## src/rtl/random_point_gen_pkg.sv

```systemverilog
`default_nettype none
// ============================================================================
//  Module   : random_point_pkg
//  Purpose  : Shared types and widths for the random point generator:
//             FSM state encoding, axis widths and try-counter width.
//  Revision : 1.0  initial release
// ============================================================================
package random_point_pkg;

    localparam int X_W   = 11;
    localparam int Y_W   = 10;
    localparam int TRY_W = 4;

    typedef enum logic [1:0] {
        ST_IDLE     = 2'd0,
        ST_SAMPLE_X = 2'd1,
        ST_SAMPLE_Y = 2'd2,
        ST_DONE     = 2'd3
    } state_t;

endpackage
`default_nettype wire

```

## src/rtl/random_point_gen_if.sv

```systemverilog
`default_nettype none
// ============================================================================
//  Module   : random_point_gen_if
//  Purpose  : Request/response bundle between a point consumer (master) and
//             the random point generator (slave), including the LFSR feed.
//  Revision : 1.0  initial release
// ============================================================================
interface random_point_gen_if;
    import random_point_pkg::*;

    logic [15:0]    rand_in;
    logic           req_in;
    logic           ready_in;
    logic [X_W-1:0] x_out;
    logic [Y_W-1:0] y_out;
    logic           valid_out;
    logic           busy_out;

    modport master (
        output rand_in, req_in, ready_in,
        input  x_out, y_out, valid_out, busy_out
    );

    modport slave (
        input  rand_in, req_in, ready_in,
        output x_out, y_out, valid_out, busy_out
    );
endinterface
`default_nettype wire

```

## src/rtl/random_point_gen_range_sampler.sv

```systemverilog
`default_nettype none
// ============================================================================
//  Module   : range_sampler
//  Purpose  : Combinational accept test (candidate < bound) and fold value
//             (candidate - bound, wrapping at the axis width) for one axis.
//  Revision : 1.0  initial release
// ============================================================================
module range_sampler #(
    parameter int W     = 11,
    parameter int BOUND = 1280
) (
    input  wire logic [W-1:0] i_cand,
    output logic              o_accept,
    output logic [W-1:0]      o_fold
);

    // One extra bit so a bound equal to 2**W is representable.
    localparam logic [W:0] c_BOUND = (W+1)'(BOUND);

    assign o_accept = ({1'b0, i_cand} < c_BOUND);
    assign o_fold   = i_cand - c_BOUND[W-1:0];

endmodule
`default_nettype wire

```

## src/rtl/random_point_gen.sv

```systemverilog
`default_nettype none
// ============================================================================
//  Module   : random_point_gen
//  Purpose  : Rejection-sampling generator of (x, y) points inside an
//             H_MAX x V_MAX window; after MAX_TRIES rejections on an axis
//             the rejected candidate is folded back into range.
//  Revision : 1.0  initial release
// ============================================================================
module random_point_gen
    import random_point_pkg::*;
#(
    parameter int H_MAX     = 1280,
    parameter int V_MAX     = 720,
    parameter int MAX_TRIES = 8
) (
    input  wire logic          clk_in,
    input  wire logic          rst_in,
    random_point_gen_if.slave  bus
);

    localparam logic [TRY_W-1:0] c_LAST_TRY = TRY_W'(MAX_TRIES - 1);

    state_t           r_state;
    state_t           w_state_nxt;
    logic [TRY_W-1:0] r_tries;
    logic [TRY_W-1:0] w_tries_nxt;
    logic [X_W-1:0]   r_x;
    logic [X_W-1:0]   w_x_nxt;
    logic [Y_W-1:0]   r_y;
    logic [Y_W-1:0]   w_y_nxt;

    logic             w_x_accept;
    logic [X_W-1:0]   w_x_fold;
    logic             w_y_accept;
    logic [Y_W-1:0]   w_y_fold;
    logic             w_unused_rand;

    // Upper LFSR bits are not needed by either axis.
    assign w_unused_rand = ^bus.rand_in[15:X_W];

    range_sampler #(.W(X_W), .BOUND(H_MAX)) u_x_sampler (
        .i_cand   (bus.rand_in[X_W-1:0]),
        .o_accept (w_x_accept),
        .o_fold   (w_x_fold)
    );

    range_sampler #(.W(Y_W), .BOUND(V_MAX)) u_y_sampler (
        .i_cand   (bus.rand_in[Y_W-1:0]),
        .o_accept (w_y_accept),
        .o_fold   (w_y_fold)
    );

    // State, try counter and coordinate registers.
    always_ff @(posedge clk_in) begin
        if (rst_in) begin
            r_state <= ST_IDLE;
            r_tries <= '0;
            r_x     <= '0;
            r_y     <= '0;
        end else begin
            r_state <= w_state_nxt;
            r_tries <= w_tries_nxt;
            r_x     <= w_x_nxt;
            r_y     <= w_y_nxt;
        end
    end

    // Next-state logic: sample each axis until accepted or the fold fallback fires.
    always_comb begin
        w_state_nxt = r_state;
        w_tries_nxt = r_tries;
        w_x_nxt     = r_x;
        w_y_nxt     = r_y;
        case (r_state)
            ST_IDLE: begin
                if (bus.req_in) begin
                    w_state_nxt = ST_SAMPLE_X;
                    w_tries_nxt = '0;
                end
            end
            ST_SAMPLE_X: begin
                if (w_x_accept) begin
                    w_x_nxt     = bus.rand_in[X_W-1:0];
                    w_tries_nxt = '0;
                    w_state_nxt = ST_SAMPLE_Y;
                end else if (r_tries == c_LAST_TRY) begin
                    w_x_nxt     = w_x_fold;
                    w_tries_nxt = '0;
                    w_state_nxt = ST_SAMPLE_Y;
                end else begin
                    w_tries_nxt = r_tries + TRY_W'(1);
                end
            end
            ST_SAMPLE_Y: begin
                if (w_y_accept) begin
                    w_y_nxt     = bus.rand_in[Y_W-1:0];
                    w_tries_nxt = '0;
                    w_state_nxt = ST_DONE;
                end else if (r_tries == c_LAST_TRY) begin
                    w_y_nxt     = w_y_fold;
                    w_tries_nxt = '0;
                    w_state_nxt = ST_DONE;
                end else begin
                    w_tries_nxt = r_tries + TRY_W'(1);
                end
            end
            ST_DONE: begin
                if (bus.ready_in) begin
                    w_tries_nxt = '0;
                    w_state_nxt = bus.req_in ? ST_SAMPLE_X : ST_IDLE;
                end
            end
            default: begin
                w_state_nxt = ST_IDLE;
                w_tries_nxt = '0;
            end
        endcase
    end

    assign bus.x_out     = r_x;
    assign bus.y_out     = r_y;
    assign bus.valid_out = (r_state == ST_DONE);
    assign bus.busy_out  = (r_state != ST_IDLE);

endmodule
`default_nettype wire

```

## src/flat_wrapper.sv

```systemverilog
// flat-port wrapper written by rule: the top's interface ports become plain ports
module random_point_gen_flat import random_point_pkg::*;
#(
    parameter int H_MAX     = 1280,
    parameter int V_MAX     = 720,
    parameter int MAX_TRIES = 8
)
  (clk_in, rst_in, bus_rand_in, bus_req_in, bus_ready_in, bus_x_out, bus_y_out, bus_valid_out, bus_busy_out);
  random_point_gen_if bus_i ();
  input  wire logic clk_in;
  input  wire logic rst_in;
  input wire logic [$bits(bus_i.rand_in)-1:0] bus_rand_in;
  input wire logic [$bits(bus_i.req_in)-1:0] bus_req_in;
  input wire logic [$bits(bus_i.ready_in)-1:0] bus_ready_in;
  output wire logic [$bits(bus_i.x_out)-1:0] bus_x_out;
  output wire logic [$bits(bus_i.y_out)-1:0] bus_y_out;
  output wire logic [$bits(bus_i.valid_out)-1:0] bus_valid_out;
  output wire logic [$bits(bus_i.busy_out)-1:0] bus_busy_out;
  assign bus_i.rand_in = bus_rand_in;
  assign bus_i.req_in = bus_req_in;
  assign bus_i.ready_in = bus_ready_in;
  assign bus_x_out = bus_i.x_out;
  assign bus_y_out = bus_i.y_out;
  assign bus_valid_out = bus_i.valid_out;
  assign bus_busy_out = bus_i.busy_out;
  random_point_gen #(.H_MAX(H_MAX), .V_MAX(V_MAX), .MAX_TRIES(MAX_TRIES)) u_core (.clk_in(clk_in), .rst_in(rst_in), .bus(bus_i));
endmodule
```

## config.mk

```make
export PLATFORM = sky130hd
export DESIGN_NAME = random_point_gen_flat
export DESIGN_NICKNAME = d
export VERILOG_FILES = /design/src/rtl/random_point_gen_pkg.sv /design/src/rtl/random_point_gen_if.sv /design/src/rtl/random_point_gen_range_sampler.sv /design/src/rtl/random_point_gen.sv /design/src/flat_wrapper.sv
export SDC_FILE = /design/constraint.sdc
export NUM_CORES = 1
export LEC_CHECK = 0
export BUFFER_PORTS_ARGS = -buffer_cell sky130_fd_sc_hd__buf_2
export CAP_MARGIN = 40
export CELL_PAD_IN_SITES_DETAIL_PLACEMENT = 1
export CELL_PAD_IN_SITES_GLOBAL_PLACEMENT = 2
export CORE_ASPECT_RATIO = 0.7
export CORE_UTILIZATION = 33
export DETAILED_ROUTE_END_ITERATION = 16
export PLACE_DENSITY = 0.81
export SKIP_LAST_GASP = 1
export SLEW_MARGIN = 10
export SYNTH_ARGS = -nofsm -noshare
export SYNTH_HDL_FRONTEND = slang
export SYNTH_SLANG_ARGS = --single-unit
```

## constraint.sdc

```tcl
create_clock -name clk_in -period 3.55 [get_ports clk_in]
set_clock_uncertainty 0.05 [all_clocks]
set_input_delay 0.1775 -clock clk_in [delete_from_list [all_inputs] [get_ports clk_in]]
set_output_delay 0.1775 -clock clk_in [all_outputs]
set_load 0.02 [all_outputs]
```

==> impl_metrics.json, run 1 <==
{
  "grt_overflow": 0,
  "synth_enable_flop_cells": 0,
  "drt-vias-per-instance": 5.03,
  "hold_ws_ns": 0.104,
  "final_hold_viol_count": 0,
  "place_inst": 241,
  "grt_pass1_wl_mm": 6.01,
  "syn_area_mm2": 0.00149,
  "async_flop_share_pct": 0,
  "tightest_slew_ns": 0.786,
  "yosysTopAreaCell": "dfxtp_1",
  "rrSetupSlack_ns": 1.48,
  "slew_headroom_pct": 47.6,
  "die_area_mm2": 0.00478,
  "post-dp-hpwl_mm": 2.65,
  "syn_inst": 157,
  "cts_hold_buf": 0,
  "layout_setup_ws_ns": 1.48,
  "fin_nets": 221,
  "antenna_cells": 0,
  "routed_wl_mm": 3.55,
  "worst_path_largest_cell_delay_ns": 0.66,
  "synth.avg_cell_area_um2": 9.47,
  "dp_slack_ns": 1.46,
  "final_layout_size_suffix_gt1_share_pct": 28.4,
  "cp_slowest_cell": "o21ai_2",
  "powerDensity_mw_per_mm2": 594,
  "synth_seq_area_share_pct": 36.4,
  "pin_count": 43,
  "synth_cell_types": 48,
  "setup_violations": 0,
  "post-route-min-period_ns": 2.07,
  "timing.final.max_slew_violations": 0,
  "path_cells": "ha_1 > and3b_1 > o21ai_2 > mux2i_1 > nor2_1",
  "cts_resized": 0,
  "coreArea_mm2": 0.00433,
  "initial_core_util_pct": 34.3,
  "numClockSinks": 27,
  "drt_iter0_markers": 37,
  "cts_buffers": 3,
  "dr.pass1.iters": 4,
  "htree_levels": 1,
  "setup_tns_ns": 0,
  "synth-main-ff-cell": "dfxtp_1",
  "worstPathMaxFanout": 13,
  "fill_cells": 522,
  "cts_tree": "built",
  "syn_to_final_growth_pct": 16.9,
  "clockBufferDepth": 2,
  "yosys_warnings": 0,
  "cp_top_family": "compound AO/OA/AOI/OAI gates",
  "worstPathBufferInverterCount": 0,
  "outcome": "finished, final reports clean",
  "multiInputGateArea_um2": 868,
  "critPathRequiredTime_ns": 3.65,
  "netlist_top_cells_area": "dfxtp_1, mux2i_1, ha_1, nor2_1, a21oi_1",
  "regArea_um2": 541,
  "worstPathArrival_ns": 2.16,
  "worstSetupEndpointType": "register",
  "cts.clk_slew.worst_paths_ns": 0.10,
  "ant_nets": 0,
  "post_drt_wl_per_cell_um": 14.5,
  "rsz0062_at_grt": "no",
  "grt_use_total_pct": 16.7,
  "die_w_um": 82.2,
  "maxCapViolations": 0,
  "fin_cells": 245,
  "rows": 20,
  "finalCritPeriodShare_pct": 58.3,
  "io_buffers": 37,
  "syn_nets": 187,
  "netlist.area_leader.share_pct": 36.4,
  "drc": 0,
  "clkLatencyLatePin_ns": 0.28,
  "cts_root_buf": "clkbuf_8",
  "grt_max_degree": 30,
  "vias": 1233,
  "ys_ff_latch": 27,
  "irDropWorstVdd_mv": 0.292,
  "die_h_um": 58.2,
  "postCtsSetupRepairBufs": 0,
  "cp-start-kind": "register",
  "antenna_found_initial": 0,
  "path_class": "reg -> reg",
  "hold_class": "in -> reg",
  "place_congestion": 0.731,
  "p_leak_nw": 0.790,
  "grt_pass1_vias": 1257,
  "clock.fmax_mhz": 483
}
==> cells by family after synthesis <==
group                      share of synthesized area (%)
buffers and inverters                               5.22
and+or+nand+nor                                     19.4
xor gates and xnor gates                            1.77
adders and majority gates                           8.42
AOI/OAI and AO/OA                                   18.8
DFF                                                 36.4
muxes                                               10.1
==> metal layers <==
layer | track usage (%) | vias up | routed length [um]
met5 | 0 | - | 0
met4 | 4.51 | 0 | 30
met3 | 3.62 | 4 | 136
met2 | 28.3 | 26 | 1650
met1 | 21.2 | 578 | 1730
li1 | - | 625 | -
==> where the power goes <==
part	internal (W)	switching, W	total (W)
combinational	0.000177	0.000281	0.000458
sequential	0.000356	0.0000354	0.000391
clock	0.0000799	0.000102	0.000182
==> cell usage after synthesis, types with 2 or more instances <==
cell,instances
a211oi_2,3
a21oi_1,8
inv_1,7
nor2b_1,2
xnor2_1,2
nand3_1,2
dfxtp_1,27
clkbuf_1,3
nand2b_1,5
o21ai_0,6
buf_6,2
nor2_2,3
nand2_1,9
ha_1,10
mux2i_1,15
a211o_1,2
nor2_1,17
o211ai_1,2
a311oi_1,2
nand3b_1,2
==> registers in the layout (all words and copies together), names as in the netlist <==
signal,flops
u_core.bus.x_out,11
u_core.bus.y_out,10
u_core.r_tries,4
u_core.r_state,2
==> stage by stage <==
step	utilization, %	total power [W]	cell area (um2)
4_1_cts	40.1	0.00105	1740
5_1_grt	40.1	0.00111	1740
6_report	40.1	0.00103	1740
3_5_place_dp	39.0	0.000864	1690
2_1_floorplan	-	0.000745	1490
3_3_place_gp	39.0	0.000840	1690
==> placed cells by master (no fill, tap or decap), types with 2 or more instances in the layout <==
cell type / synthesis / final
nor2_2: 3 / 3
dfxtp_1: 27 / 27
xnor2_1: 2 / 2
o21ai_0: 6 / 6
nand2_1: 9 / 9
a21oi_1: 8 / 8
inv_1: 7 / 7
a211oi_2: 3 / 3
a311oi_1: 2 / 2
nand3_1: 2 / 2
nor2b_1: 2 / 2
clkbuf_8: 0 / 3
buf_2: 1 / 37
o211ai_1: 2 / 2
nor2_1: 17 / 17
mux2i_1: 15 / 15
ha_1: 10 / 10
nand2b_1: 5 / 5
nand3b_1: 2 / 2
a211o_1: 2 / 2
==> worst min-delay path: stages <==
cell and delay [ns]:
buf_2 0.09, mux2i_1 0.06, nor2_1 0.07
==> path summary, 6_finish.rpt <==
path | startpoint | cells after the start | end
worst max-delay path | u_core.r_tries[0] | 5 | u_core.bus.x_out[0]
worst min-delay path | bus_rand_in[3] | 3 | u_core.bus.x_out[3]
worst max register to register | u_core.r_tries[0] | 5 | u_core.bus.x_out[0]
worst min register to register | u_core.bus.x_out[9] | 2 | u_core.bus.x_out[9]
==> area by class of cell <==
class / count / share of cell area, %
multi-input combinational: 115 / 50.0
sequential: 27 / 31.1
timing repair buffer: 37 / 10.7
tap: 55 / 3.96
clock buffer: 3 / 2.38
inverter: 7 / 1.51
clock inverter: 1 / 0.432
(Power assumes the default switching activity.)
==> inputs of run 2 (changes only) <==
Settings changed: CORE_UTILIZATION 33 to 27, PLACE_DENSITY 0.81 to 0.71.
Clock period 3.55 ns to 1.83 ns, I/O delays scaled along.
==> run 2 against run 1 <==
Compared with the run above: register-to-register slack lost 1.4 ns; combinational power up 120%; design area increased by 7.3%; largest cell class unchanged.
==> impl_metrics.json, run 2 (synthesis gave the netlist of run 1 again) <==
{
  "post_drt_wl_per_cell_um": 13.8,
  "clock.fmax_mhz": 561,
  "worstPathArrival_ns": 1.90,
  "dr.pass1.iters": 4,
  "drt_iter0_markers": 29,
  "vias": 1293,
  "timing.final.max_slew_violations": 0,
  "power.switching_w": 0.000840,
  "routed_wl_mm": 3.73,
  "fin_nets": 230,
  "syn_to_final_growth_pct": 25.4,
  "setup_tns_ns": 0,
  "drc": 0,
  "p_int_w": 0.00129,
  "rows": 22,
  "largest_register_ffs": 11,
  "outcome": "finished, final reports clean",
  "grt_use_total_pct": 13.6,
  "layout_commonest_cell": "buf_2",
  "grt_overflow": 0,
  "setup_violations": 0,
  "drt-vias-per-instance": 4.77,
  "numClockSinks": 27,
  "cts_tree": "built",
  "fin_cells": 271,
  "most-common-layout-cells": "buf_2, dfxtp_1, nor2_1",
  "die_w_um": 90.7,
  "worstPathMaxFanout": 5,
  "finalCritPeriodShare_pct": 97.5,
  "htree_levels": 1,
  "grt_max_degree": 18,
  "initial_core_util_pct": 28.3,
  "place_inst": 265,
  "post-dp-hpwl_mm": 2.91,
  "grt_pass1_wl_mm": 6.34,
  "io_buffers": 37,
  "power_frac_clock_pct": 15.9,
  "switching_share_pct": 39.4,
  "path_class": "reg -> reg",
  "maxCapViolations": 0,
  "clkLatencyLatePin_ns": 0.27,
  "final_layout_size_suffix_gt1_share_pct": 33.2,
  "clockBufferDepth": 2,
  "combPwrFrac_pct": 48.2,
  "cp-start-kind": "register",
  "p_leak_nw": 0.848,
  "post-route-min-period_ns": 1.78,
  "place_congestion": 0.800,
  "powerDensity_mw_per_mm2": 1140,
  "final_hold_viol_count": 0,
  "power_frac_seq_pct": 35.9,
  "die_area_mm2": 0.00581,
  "critPathRequiredTime_ns": 1.95,
  "cts.clk_slew.worst_paths_ns": 0.09,
  "antenna_cells": 0,
  "cts_buffers": 3,
  "worstSetupEndpointType": "register",
  "hold_class": "in -> reg",
  "die_h_um": 64.1,
  "grt_pass1_vias": 1350,
  "cts_root_buf": "clkbuf_8",
  "antenna_found_initial": 0,
  "pin_count": 43,
  "irDropWorstVdd_mv": 0.378,
  "coreArea_mm2": 0.00526,
  "ant_nets": 0,
  "rsz0062_at_grt": "yes",
  "fill_cells": 633,
  "slew_headroom_pct": 70.5,
  "tightest_slew_ns": 0.438
}
==> run 2: changes by cell type in the layout (fill, tap and decap cells not counted), sizes merged <==
cell,previous run,this run
buf,37,46
clkbuf,3,4
clkinvlp,1,0
==> run 2: power by group through the flow <==
stage               clock [W]  sequential, W  combinational [W]
floorplan                   0       0.000863           0.000582
global placement            0       0.000767           0.000960
detailed placement          0       0.000775           0.000997
CTS                  0.000372       0.000765            0.00101
global route         0.000384       0.000781            0.00112
finish               0.000340       0.000765            0.00103
==> run 2: layout make-up <==
cell class / instances / area (um2) / area share (%)
Tap cell: 72 / 90.1 / 4.83
Sequential cell: 27 / 543 / 29.1
Multi-Input combinational cell: 115 / 882 / 47.3
Inverter: 7 / 26.3 / 1.41
Clock buffer: 4 / 45.0 / 2.42
Timing Repair Buffer: 46 / 278 / 14.9
==> run 2: per-stage QoR <==
stage | power [W] | setup WS, ns | instance area (um2) | hold slack (ns) | util, %
after floorplan | 0.00145 | 0.0640 | 1490 | 0.185 | -
after global placement | 0.00173 | 0.0798 | 1790 | 0.285 | 34.0
after detailed placement | 0.00177 | -0.0204 | 1790 | 0.308 | 34.0
after CTS | 0.00215 | 0.00303 | 1840 | 0.0118 | 35.0
after global routing | 0.00228 | -0.0596 | 1860 | 0.0224 | 35.5
final | 0.00213 | 0.0463 | 1860 | 0.0188 | 35.5
==> run 2: critical path, stage by stage, from the launching register on <==
cell       delay (ns)
dfxtp_2          0.39
inv_1            0.09
ha_1             0.24
o211ai_1         0.12
o211ai_2         0.21
a21o_1           0.24
a2111oi_2        0.34
==> run 2: final timing paths <==
path	endpoint	slack [ns]	cells past startpoint	from
min reg2reg	u_core.bus.x_out[10]	0.40	2	u_core.bus.x_out[10]
min	u_core.bus.x_out[3]	0.02	3	bus_rand_in[3]
max	u_core.r_state[0]	0.05	6	u_core.r_state[1]
max reg2reg	u_core.r_state[0]	0.05	6	u_core.r_state[1]
==> run 2: metal layers <==
layer	wire length [um]	global-route usage (%)
met3	112	2.98
met4	23	2.42
met1	1720	16.8
met5	0	0
met2	1880	24.6
==> run 2: repair_timing <==
| action | 4_1_cts | 5_1_grt |
|---|---|---|
| pin swaps | 0 | 1 |
| endpoints found under the setup margin | 2 | 7 |
| buffers inserted | 0 | 2 |
| hold buffers | 0 | 0 |
| resized for setup | 2 | 3 |
| hold endpoints to repair | 0 | 0 |
